`src/rtl/implication_monitor.sv`:
```
`default_nettype none
// ============================================================================
// Module      : implication_monitor
// Description : In-hardware checker for "antecedent |-> ##DELAY consequent"
//               with fail pulse, sticky flag, saturating counters and a
//               first-failure timestamp.
// Revision    : 1.0 - initial release
// ============================================================================
module implication_monitor #(
    parameter int DELAY        = 1,
    parameter int CNT_WIDTH    = 8,
    parameter bit STOP_ON_FAIL = 1'b0
)(
    input  logic                 CLK,
    input  logic                 ASYNCRESETN,
    input  logic                 en,
    input  logic                 clear,
    input  logic                 antecedent,
    input  logic                 consequent,
    output logic                 fail,
    output logic                 fail_sticky,
    output logic [CNT_WIDTH-1:0] pass_count,
    output logic [CNT_WIDTH-1:0] fail_count,
    output logic [CNT_WIDTH-1:0] first_fail_time,
    output logic                 pending
);

    localparam logic [1:0] c_ST_DISABLED = 2'd0;
    localparam logic [1:0] c_ST_ARMED    = 2'd1;
    localparam logic [1:0] c_ST_FAILED   = 2'd2;

    localparam logic [CNT_WIDTH-1:0] c_CNT_MAX = {CNT_WIDTH{1'b1}};

    logic [1:0]           r_state;
    logic [1:0]           w_state_next;
    logic [DELAY-1:0]     r_pend;
    logic [DELAY-1:0]     w_pend_shift;
    logic [CNT_WIDTH-1:0] r_ts;
    logic [CNT_WIDTH-1:0] r_pass_count;
    logic [CNT_WIDTH-1:0] r_fail_count;
    logic [CNT_WIDTH-1:0] r_first_fail_time;
    logic                 r_fail;
    logic                 r_fail_sticky;
    logic                 w_active;
    logic                 w_mature;
    logic                 w_pass_evt;
    logic                 w_fail_evt;

    generate
        if (DELAY == 1) begin : g_shift_single
            assign w_pend_shift = antecedent;
        end else begin : g_shift_multi
            assign w_pend_shift = {r_pend[DELAY-2:0], antecedent};
        end
    endgenerate

    // Obligations only advance while armed and enabled; any other cycle discards them.
    assign w_active   = en && (r_state == c_ST_ARMED);
    assign w_mature   = r_pend[DELAY-1];
    assign w_pass_evt = w_active && w_mature && consequent;
    assign w_fail_evt = w_active && w_mature && !consequent;

    always_comb begin
        w_state_next = r_state;
        case (r_state)
            c_ST_DISABLED: begin
                if (en) begin
                    w_state_next = c_ST_ARMED;
                end
            end
            c_ST_ARMED: begin
                if (!en) begin
                    w_state_next = c_ST_DISABLED;
                end else if (w_fail_evt && STOP_ON_FAIL) begin
                    w_state_next = c_ST_FAILED;
                end
            end
            c_ST_FAILED: begin
                w_state_next = c_ST_FAILED;
            end
            default: begin
                w_state_next = c_ST_DISABLED;
            end
        endcase
    end

    always_ff @(posedge CLK or negedge ASYNCRESETN) begin
        if (!ASYNCRESETN) begin
            r_state           <= c_ST_DISABLED;
            r_pend            <= '0;
            r_ts              <= '0;
            r_pass_count      <= '0;
            r_fail_count      <= '0;
            r_first_fail_time <= '0;
            r_fail            <= 1'b0;
            r_fail_sticky     <= 1'b0;
        end else if (clear) begin
            r_state           <= en ? c_ST_ARMED : c_ST_DISABLED;
            r_pend            <= '0;
            r_ts              <= '0;
            r_pass_count      <= '0;
            r_fail_count      <= '0;
            r_first_fail_time <= '0;
            r_fail            <= 1'b0;
            r_fail_sticky     <= 1'b0;
        end else begin
            r_state <= w_state_next;
            r_ts    <= r_ts + 1'b1;
            r_fail  <= w_fail_evt;

            if (w_active) begin
                r_pend <= w_pend_shift;
            end else begin
                r_pend <= '0;
            end

            if (w_pass_evt && (r_pass_count != c_CNT_MAX)) begin
                r_pass_count <= r_pass_count + 1'b1;
            end

            if (w_fail_evt) begin
                if (r_fail_count != c_CNT_MAX) begin
                    r_fail_count <= r_fail_count + 1'b1;
                end
                // Timestamp is the counter value at the checking edge itself.
                if (!r_fail_sticky) begin
                    r_fail_sticky     <= 1'b1;
                    r_first_fail_time <= r_ts;
                end
            end
        end
    end

    assign fail            = r_fail;
    assign fail_sticky     = r_fail_sticky;
    assign pass_count      = r_pass_count;
    assign fail_count      = r_fail_count;
    assign first_fail_time = r_first_fail_time;
    assign pending         = |r_pend;

endmodule
`default_nettype wire

```
`config.mk`:
```
export PLATFORM = sky130hd
export DESIGN_NAME = implication_monitor
export DESIGN_NICKNAME = d
export VERILOG_FILES = /design/src/rtl/implication_monitor.sv
export SDC_FILE = /design/constraint.sdc
export NUM_CORES = 1
export LEC_CHECK = 0
export CAP_MARGIN = 10
export CORE_UTILIZATION = 51
export DETAILED_ROUTE_END_ITERATION = 16
export MAX_ROUTING_LAYER = met4
export PLACE_DENSITY = 0.83
export SLEW_MARGIN = 25
export SYNTH_ARGS = -nofsm -noshare
export SYNTH_HDL_FRONTEND = slang
export SYNTH_SLANG_ARGS = --single-unit
```
`constraint.sdc`:
```
create_clock -name CLK -period 1.9 [get_ports CLK]
set_input_delay 0.38 -clock CLK [delete_from_list [all_inputs] [get_ports CLK]]
set_output_delay 0.38 -clock CLK [all_outputs]
set_load 0.05 [all_outputs]
```
==> flow_summary.json, run 1 <==
{
  "setup_tns_ns": 0,
  "multi_input_area_um2": 762.0,
  "maxSlewViolCount": 0,
  "placed_area_um2": 2127,
  "start_kind": "primary input",
  "hold_buffers": 0,
  "power.density_nw_per_um2": 577.8,
  "synthTopCellsByCount": "dfrtp_1, nor2_1, mux2i_1",
  "clkPwrFrac_pct": 30.5,
  "syn_area_um2": 1722,
  "synth_cells": 160,
  "area_growth_pct": 27.04,
  "final_cell_area_um2": 2187,
  "coreArea_um2": 3128,
  "dp_hpwl_um": 2410,
  "die-area_um2": 3612,
  "gp_congestion": 0.8405,
  "maxCapViolations": 0,
  "synth_top_area_share_pct": 53.78,
  "cts_tree": "done",
  "grt_start_max_net_pins": 39,
  "synthFlopType": "dfrtp_1",
  "grt_overflow_total": 0,
  "worst_slew_pin_slew_ns": 0.4808,
  "viasPerCell": 5.345,
  "synthTopCellsByArea": "dfrtp_1, nor2_1, mux2i_1, xor2_1, nand3_1",
  "finalCriticalPeriod_ns": 1.762,
  "cp_cell_sequence": "clkdlybuf4s50_1 -> and4b_2 -> o211ai_4 -> nor4_1 -> mux2_2",
  "critPathCaptureType": "register",
  "portBuffers": 32,
  "async_flop_share_pct": 100.0,
  "fin_crit_sh_pct": 92.73,
  "avgSynthCellArea_um2": 10.76,
  "synth_cell_types": 35,
  "crit_type": "primary input to register",
  "clk_pin_slew_ns": 0.11,
  "setup_viol": 0,
  "routed_wirelength_um": 3327,
  "r2r_end": "pass_count[5]",
  "finalNetCount": 213,
  "p_sw_share_pct": 23.79,
  "drtPass1Iterations": 4,
  "worstPathRequired_ns": 2.12,
  "reg2reg_slack_ns": 0.17,
  "dpl_worst_slack_ns": -0.1801,
  "hold_class": "primary input to asynchronous set/reset pin",
  "seq_area_um2": 925.9,
  "critical-path-top-delay-family": "simple AND/OR/NAND/NOR gates",
  "initial_core_util_pct": 55.04,
  "grt_use_total_pct": 22.33,
  "pwr-share-seq_pct": 63.6,
  "finalHoldViolations": 0,
  "drive_gt1_share_pct": 20.49,
  "wl_per_cell_um": 13.36,
  "status": "completed",
  "clock-sinks": 37,
  "yosysSeqAreaShare_pct": 53.78,
  "skew_ns": 0.004121,
  "grt_pass1_wl_um": 5720,
  "synth_edf_count": 0,
  "grt_setup_unrepaired": "no",
  "crit_fanout": 4,
  "p_comb_share_pct": 5.9,
  "cts_buffers": 5,
  "ios": 33,
  "clock_path_buffers": 2,
  "clk_latency_ns": 0.33,
  "final_util_pct": 69.92,
  "syn_nets": 169,
  "relSlewSlack_pct": 67.12,
  "rr_worst_depth": 5,
  "drcViolationCount": 0,
  "cts.htree.levels": 2,
  "cp_slowest_stage_delay_ns": 0.52,
  "grt_pass1_vias": 1266,
  "synth.most_common_cell": "dfrtp_1",
  "switching_power_mw": 0.3006,
  "n_antenna_cell": 0,
  "dieHeight_um": 60.10,
  "yosysWarningCount": 0,
  "intPower_mw": 0.9631,
  "arrival_ns": 1.99,
  "ys_ff_latch": 37,
  "vias": 1331,
  "drt_iter0_drc": 78,
  "cp_slowest_cell": "clkdlybuf4s50_1",
  "fmax_mhz": 567.6,
  "ir_worst_vdd_mv": 0.3757,
  "cts_root_buf": "clkbuf_4",
  "fillers": 255,
  "r2r-start": "pass_count[0]",
  "finalWorstSetupSlack_ns": 0.1380,
  "p_leak_nw": 1.089,
  "die_w_um": 60.10,
  "rows": 20,
  "synth_top_cell_by_area": "dfrtp_1",
  "antenna_left": 0,
  "crit_buf_inv": 1,
  "antenna_found_initial": 0
}
-- final cells by class --
class,count,area share [%]
clock buffers,6,1.888
repair buffers,42,17.45
inverters,3,0.5149
clock inverters,2,0.4577
well taps,44,2.517
flip-flops and latches,37,42.33
multi-input cells,115,34.84
-- cell usage in the layout (no fill, tap or decap), types with 5 or more instances in the layout --
master / Yosys / layout
clkbuf_4: 0 / 5
mux2i_1: 11 / 11
clkdlybuf4s50_1: 0 / 5
nor2_1: 30 / 30
buf_4: 1 / 27
a21oi_1: 6 / 6
nand2_1: 7 / 7
nand3_1: 10 / 10
dfrtp_1: 37 / 37
xor2_1: 9 / 9
dlymetal6s2s_1: 0 / 5
-- power groups by stage --
stage               registers [mW]  clock network [mW]  logic [mW]
floorplan                    0.821                   0      0.0284
global placement             0.819                   0      0.0721
detailed placement           0.820                   0      0.0755
CTS                          0.804               0.408      0.0754
global route                 0.806               0.441      0.0817
finish                       0.804               0.386      0.0740
-- metal layers --
metal,part of all wire (%),global-route usage (%)
met3,3.9,6.494
met5,0,-
met2,50,34.69
met4,0.30,7.309
met1,46,27.93
-- cells by family (layout without fill, tap and decap cells) --
kind of cell	Yosys count	in the layout	synth area share, %
AND/OR/NAND/NOR	71	71	21.37
buffers and inverters	8	53	1.962
adder cells (fa/ha/maj)	3	3	2.180
XOR/XNOR	12	12	6.105
multiplexers	13	13	7.704
AO/OA/AOI/OAI	16	16	6.904
flip-flops	37	37	53.78
-- worst max-delay path by stage --
stage | end | startpoint | depth (start not counted)
after global routing | pass_count[5] | pass_count[0] | 5
after detailed placement | fail_count[7] | en | 5
after CTS | first_fail_time[5] | first_fail_time[5] | 1
final | fail_count[7] | en | 5
after global placement | fail_count[7] | en | 5
after floorplan | pass_count[5] | pass_count[0] | 5
-- stage by stage --
stage	power, mW	hold slack [ns]	instances
after global routing	1.329	0.4723	249
after floorplan	0.8497	0.08441	160
after CTS	1.287	0.4674	249
after detailed placement	0.8951	0.4737	241
after global placement	0.8909	0.4521	241
final	1.264	0.4599	249
-- flip-flops by register name, indices dropped and copies added (netlist names) --
register,flops
fail,1
fail_count,8
fail_sticky,1
first_fail_time,8
pass_count,8
pending,1
r_state,2
r_ts,8
-- what timing repair did --
item / CTS / global route
resized for setup: 3 / 5
gates cloned: 0 / 0
buffers inserted: 0 / 0
setup endpoints to repair: 3 / 5
Note: power is estimated with default switching activity, not from simulation.
==> run 2, diff against run 1 <==
SETUP_SLACK_MARGIN = 0.5   (was unset)
==> run 2 against run 1 <==
Compared with the run above: largest power group unchanged; total power increased by 1.3%; clock-buffer cell count stayed put; register-to-register slack gained 0.14 ns; non-clock buffer count rose by 23; cell count increased by 9.2%.
==> flow_summary.json, run 2 (same netlist as run 1, synthesis figures left out) <==
{
  "finalNetCount": 236,
  "drt_iter0_drc": 81,
  "setup_tns_ns": 0,
  "most-common-layout-cells": "buf_4, nor2_1, dfrtp_1",
  "grt_pass1_wl_um": 6299,
  "fillers": 190,
  "cts_buffers": 5,
  "power_mw": 1.280,
  "cts_root_buf": "clkbuf_4",
  "seq_area_um2": 947.2,
  "start_kind": "register",
  "drtPass1Iterations": 4,
  "rows": 20,
  "finalWorstSetupSlack_ns": 0.3060,
  "antenna_left": 0,
  "final_util_pct": 80.92,
  "p_sw_share_pct": 24.69,
  "crit_type": "register to register",
  "cts.htree.levels": 2,
  "die_w_um": 60.10,
  "finalHoldViolations": 0,
  "clock-sinks": 37,
  "dieHeight_um": 60.10,
  "clock_path_buffers": 2,
  "relSlewSlack_pct": 69.41,
  "clk_pin_slew_ns": 0.11,
  "wl_per_cell_um": 16.35,
  "placed_cells": 239,
  "final_cell_area_um2": 2531,
  "pwr-share-seq_pct": 62.8,
  "area_growth_pct": 47.02,
  "crit_fanout": 5,
  "placed_area_um2": 2216,
  "hold_class": "primary input to register",
  "clkPwrFrac_pct": 31.1,
  "fmax_mhz": 627.3,
  "setup_viol": 0,
  "worst_slew_pin_slew_ns": 0.4588,
  "multi_input_area_um2": 890.9,
  "critPathCaptureType": "register",
  "hold_buffers": 0,
  "arrival_ns": 1.86,
  "dpl_worst_slack_ns": -0.1171,
  "clk_latency_ns": 0.34,
  "switching_power_mw": 0.3160,
  "n_antenna_cell": 0,
  "initial_core_util_pct": 55.04,
  "instances_no_fill": 272,
  "whs_ns": 0.4550,
  "grt_overflow_total": 0,
  "grt_use_total_pct": 24.87,
  "skew_ns": 0.008202,
  "ir_worst_vdd_mv": 0.6008,
  "coreArea_um2": 3128,
  "power.density_nw_per_um2": 505.5,
  "drcViolationCount": 0,
  "vias": 1535,
  "p_leak_nw": 1.124,
  "status": "completed",
  "viasPerCell": 5.643,
  "gp_congestion": 0.8072,
  "worstPathRequired_ns": 2.17,
  "dp_hpwl_um": 2550,
  "maxCapViolations": 0,
  "p_comb_share_pct": 6.1,
  "grt_setup_unrepaired": "yes",
  "routed_wirelength_um": 4446,
  "fin_crit_sh_pct": 83.90,
  "die-area_um2": 3612,
  "drive_gt1_share_pct": 44.74,
  "cts_tree": "done",
  "intPower_mw": 0.9636,
  "grt_start_max_net_pins": 39,
  "grt_pass1_vias": 1412,
  "antenna_found_initial": 0,
  "final_common_cell": "buf_4",
  "finalCriticalPeriod_ns": 1.594,
  "maxSlewViolCount": 0,
  "portBuffers": 32,
  "ios": 33
}
-- run 2: what timing repair did --
| action | 4_1_cts | 5_1_grt |
|---|---|---|
| buffers inserted | 13 | 12 |
| resized for setup | 53 | 24 |
| pin swaps | 8 | 12 |
| setup endpoints to repair | 36 | 39 |
-- run 2: critical path: stages, from the launching register on --
cell      delay, ns
dfrtp_1        0.40
and4b_2        0.38
o211ai_4       0.13
or4_1          0.45
a21oi_1        0.16
-- run 2: cell type report --
type	count	area share, %
Sequential cell	37	37.42
Multi-Input combinational cell	115	35.20
Timing Repair Buffer	65	22.74
Tap cell	44	2.175
Clock buffer	6	1.631
Inverter	3	0.4449
Clock inverter	2	0.3955
-- run 2: routing by layer --
metal  part of all wire (%)  GRT usage [%]
met5                      0              -
met4                    1.2          7.641
met3                    3.7          8.009
met2                     53          40.82
met1                     42          28.85
-- run 2: power groups by stage --
stage,clock network [mW],registers [mW],logic (mW)
after floorplan,0,0.821,0.0291
after global placement,0,0.819,0.0725
after detailed placement,0,0.820,0.0755
after CTS,0.406,0.804,0.0760
after global routing,0.433,0.805,0.0854
final,0.398,0.804,0.0779
-- run 2: final timing paths --
path	start	endpoint	slack [ns]	depth (start not counted)
setup / recovery	r_state[1]	fail_count[5]	0.31	4
min in group asynchronous	ASYNCRESETN	pass_count[0]	0.47	2
max in group asynchronous	ASYNCRESETN	pending	1.07	2
setup reg to reg	r_state[1]	fail_count[5]	0.31	4
hold / removal	en	r_state[0]	0.46	2
hold reg to reg	r_state[0]	r_state[1]	0.49	1
==> run 3, diff against run 2 <==
clock period = 1.6 ns   (was 1.9 ns; I/O delays follow)
==> run 3 against run 2 <==
Compared with the run above: the flow now stops in global routing; synthesized cell count stayed put; area after synthesis unchanged.
==> flow_summary.json, run 3 <==
{
  "ios": 33,
  "dp_hpwl_um": 2919,
  "placed_cells": 244,
  "placed_area_um2": 2466,
  "gp_congestion": 0.8369,
  "status": "aborted with a tool error",
  "synth.most_common_cell": "dfrtp_1",
  "synth_top_cell_by_area": "dfrtp_1",
  "stop_error": "[ERROR DPL-0038] Utilization greater than 100%, impossible to legalize",
  "async_flop_share_pct": 100.0,
  "hold_buffers": 0,
  "dieHeight_um": 60.10,
  "synth_edf_count": 0,
  "synth_top_area_share_pct": 53.78,
  "initial_core_util_pct": 55.04,
  "portBuffers": 32,
  "worst_endpoint": "fail_count[4]$_DFFE_PN0P_/D",
  "synthTopCellsByArea": "dfrtp_1, nor2_1, mux2i_1, xor2_1, nand3_1",
  "syn_nets": 169,
  "synthFlopType": "dfrtp_1",
  "synthTopCellsByCount": "dfrtp_1, nor2_1, mux2i_1",
  "synth_cell_types": 35,
  "yosysSeqAreaShare_pct": 53.78,
  "avgSynthCellArea_um2": 10.76,
  "synth_cells": 160,
  "clock-sinks": 37,
  "clock_path_buffers": 2,
  "haltStage": "global routing",
  "cts_buffers": 5,
  "yosysWarningCount": 0,
  "ys_ff_latch": 37,
  "cts_root_buf": "clkbuf_4",
  "syn_area_um2": 1722,
  "worst_endpoint_kind": "register data pin",
  "die_w_um": 60.10,
  "rows": 20,
  "cts.htree.levels": 2,
  "grt_start_max_net_pins": 38
}
run 3: cell counts after synthesis:
No cell type changed its count.
run 3: what timing repair did:
action,CTS
resized for setup,42
pin swaps,12
setup endpoints to repair,57
setup buffers,31
run 3: cells by family after synthesis:
family / share of synthesized area, %
DFF: 53.78
xor gates and xnor gates: 6.105
and+or+nand+nor: 21.37
muxes: 7.704
adders and majority gates: 2.180
buffers and inverters: 1.962
AOI/OAI and AO/OA: 6.904
run 3: metrics by stage:
stage,setup TNS [ns],hold WS [ns],setup slack [ns]
floorplan,-0.4124,0.02441,-0.1029
global placement,-5.209,0.4557,-0.3326
detailed placement,-6.402,0.4819,-0.4336
CTS,-0.03610,0.3561,-0.01346
==> run 4, diff against run 3 <==
CORE_UTILIZATION = 40   (was 51)
MAX_ROUTING_LAYER = unset   (was met4)
PLACE_DENSITY = unset   (was 0.83)
PLACE_DENSITY_LB_ADDON = 0.15   (was unset)
SETUP_SLACK_MARGIN = unset   (was 0.5)
==> run 4 against run 3 <==
Compared with the run above: the flow now finishes without violations.
==> flow_summary.json, run 4 (same netlist as run 1, synthesis figures left out) <==
{
  "status": "completed",
  "grt_start_max_net_pins": 38,
  "dpl_worst_slack_ns": -0.3413,
  "dieHeight_um": 67.61,
  "multi_input_area_um2": 822.0,
  "most-common-layout-cells": "nor2_1, buf_4, dfrtp_1",
  "viasPerCell": 5.299,
  "crit_fanout": 4,
  "antenna_left": 0,
  "die-area_um2": 4570,
  "die_w_um": 67.61,
  "grt_pass1_wl_um": 6196,
  "reg2reg_slack_ns": 0.05,
  "grt_pass1_vias": 1320,
  "grt_overflow_total": 0,
  "r2r-start": "fail_count[0]",
  "ios": 33,
  "fillers": 321,
  "r2r_end": "fail_count[4]",
  "grt_use_total_pct": 18.85,
  "hold_buffers": 0,
  "arrival_ns": 1.77,
  "ir_worst_vdd_mv": 0.6318,
  "whs_ns": 0.3881,
  "clk_pin_slew_ns": 0.08,
  "seq_area_um2": 944.7,
  "crit_type": "register to register",
  "vias": 1383,
  "final_common_cell": "nor2_1",
  "finalCriticalPeriod_ns": 1.551,
  "cp_cell_sequence": "ha_4 -> nand3_2 -> or4b_1 -> xor2_1 -> nor2_1",
  "skew_ns": 0.01078,
  "relSlewSlack_pct": 77.05,
  "rows": 23,
  "grt_setup_unrepaired": "no",
  "worst_slew_pin_slew_ns": 0.3435,
  "coreArea_um2": 4058,
  "drcViolationCount": 0,
  "cts_tree": "done",
  "cts_root_buf": "clkbuf_8",
  "start_kind": "register",
  "cts_buffers": 5,
  "maxCapViolations": 0,
  "cts.htree.levels": 2,
  "fin_crit_sh_pct": 96.92,
  "drtPass1Iterations": 4,
  "clk_latency_ns": 0.30,
  "critPathCaptureType": "register",
  "portBuffers": 32,
  "setup_viol": 0,
  "worstPathRequired_ns": 1.82,
  "dp_hpwl_um": 2643,
  "hold_class": "primary input to asynchronous set/reset pin",
  "gp_congestion": 0.7843,
  "drt_iter0_drc": 62,
  "finalHoldViolations": 0,
  "cp_slowest_cell": "or4b_1",
  "antenna_found_initial": 0,
  "wl_per_cell_um": 14.18,
  "fmax_mhz": 644.9,
  "finalWorstSetupSlack_ns": 0.04935,
  "maxSlewViolCount": 0,
  "p_leak_nw": 1.081,
  "initial_core_util_pct": 42.43,
  "rr_worst_depth": 5,
  "area_growth_pct": 49.85,
  "n_antenna_cell": 0,
  "cp_slowest_stage_delay_ns": 0.51,
  "clock-sinks": 37,
  "routed_wirelength_um": 3701,
  "drive_gt1_share_pct": 38.39,
  "finalNetCount": 219,
  "clock_path_buffers": 2,
  "power.density_nw_per_um2": 724.4
}
-- run 4: final cells by class --
class	count	share of cell area, %
flip-flops and latches	37	36.61
inverters	3	0.4365
well taps	50	2.425
multi-input cells	115	31.86
clock buffers	5	2.667
clock inverters	3	1.794
repair buffers	48	24.20
-- run 4: how the worst max path moves through the flow --
stage	startpoint	to	cells after the start	slack (ns)
6_report	fail_count[0]	fail_count[4]	5	0.05
5_1_grt	fail_count[0]	fail_count[4]	5	0.002
4_1_cts	consequent	pass_count[5]	5	0.003
3_5_place_dp	en	fail_count[6]	6	-0.34
3_3_place_gp	en	fail_count[7]	5	-0.30
2_1_floorplan	pending	fail_count[4]	4	-0.10
-- run 4: repair_timing --
item | 4_1_cts | 5_1_grt
setup endpoints to repair | 5 | 5
gates resized for setup | 1 | 3
gates cloned | 0 | 0
setup buffers | 0 | 0
pin swaps | 1 | 1
-- run 4: worst max-delay path, delay by kind of cell (launching register included) --
kind,cells,cell delay (ns)
simple gates,3,0.74
xor+xnor,1,0.16
flops,1,0.44
fa+ha+maj,1,0.15
-- run 4: power by group --
| group | total (mW) | leakage, nW | switching [mW] | internal (mW) |
|---|---|---|---|---|
| registers | 0.955 | 0.487 | 0.0117 | 0.943 |
| logic | 0.0981 | 0.540 | 0.0567 | 0.0414 |
| clock network | 0.816 | 0.0543 | 0.350 | 0.466 |
| total | 1.87 | 1.08 | 0.418 | 1.45 |
-- run 4: metrics by stage --
step,area [um2],std cells,setup TNS (ns),util [%],power [mW]
after detailed placement,2456,253,-6.080,60.53,1.075
after global placement,2456,253,-4.865,60.53,1.072
final,2580,261,0,63.58,1.869
after floorplan,1793,160,-0.3744,-,1.009
after CTS,2570,261,0,63.34,1.894
after global routing,2580,261,0,63.58,1.939
-- run 4: routing by layer --
metal	vias up	global-route usage, %	wire, um
li1	664	-	-
met1	676	22.87	1637
met2	37	30.20	1849
met3	6	5.912	178
met4	0	8.777	36
met5	-	0	0
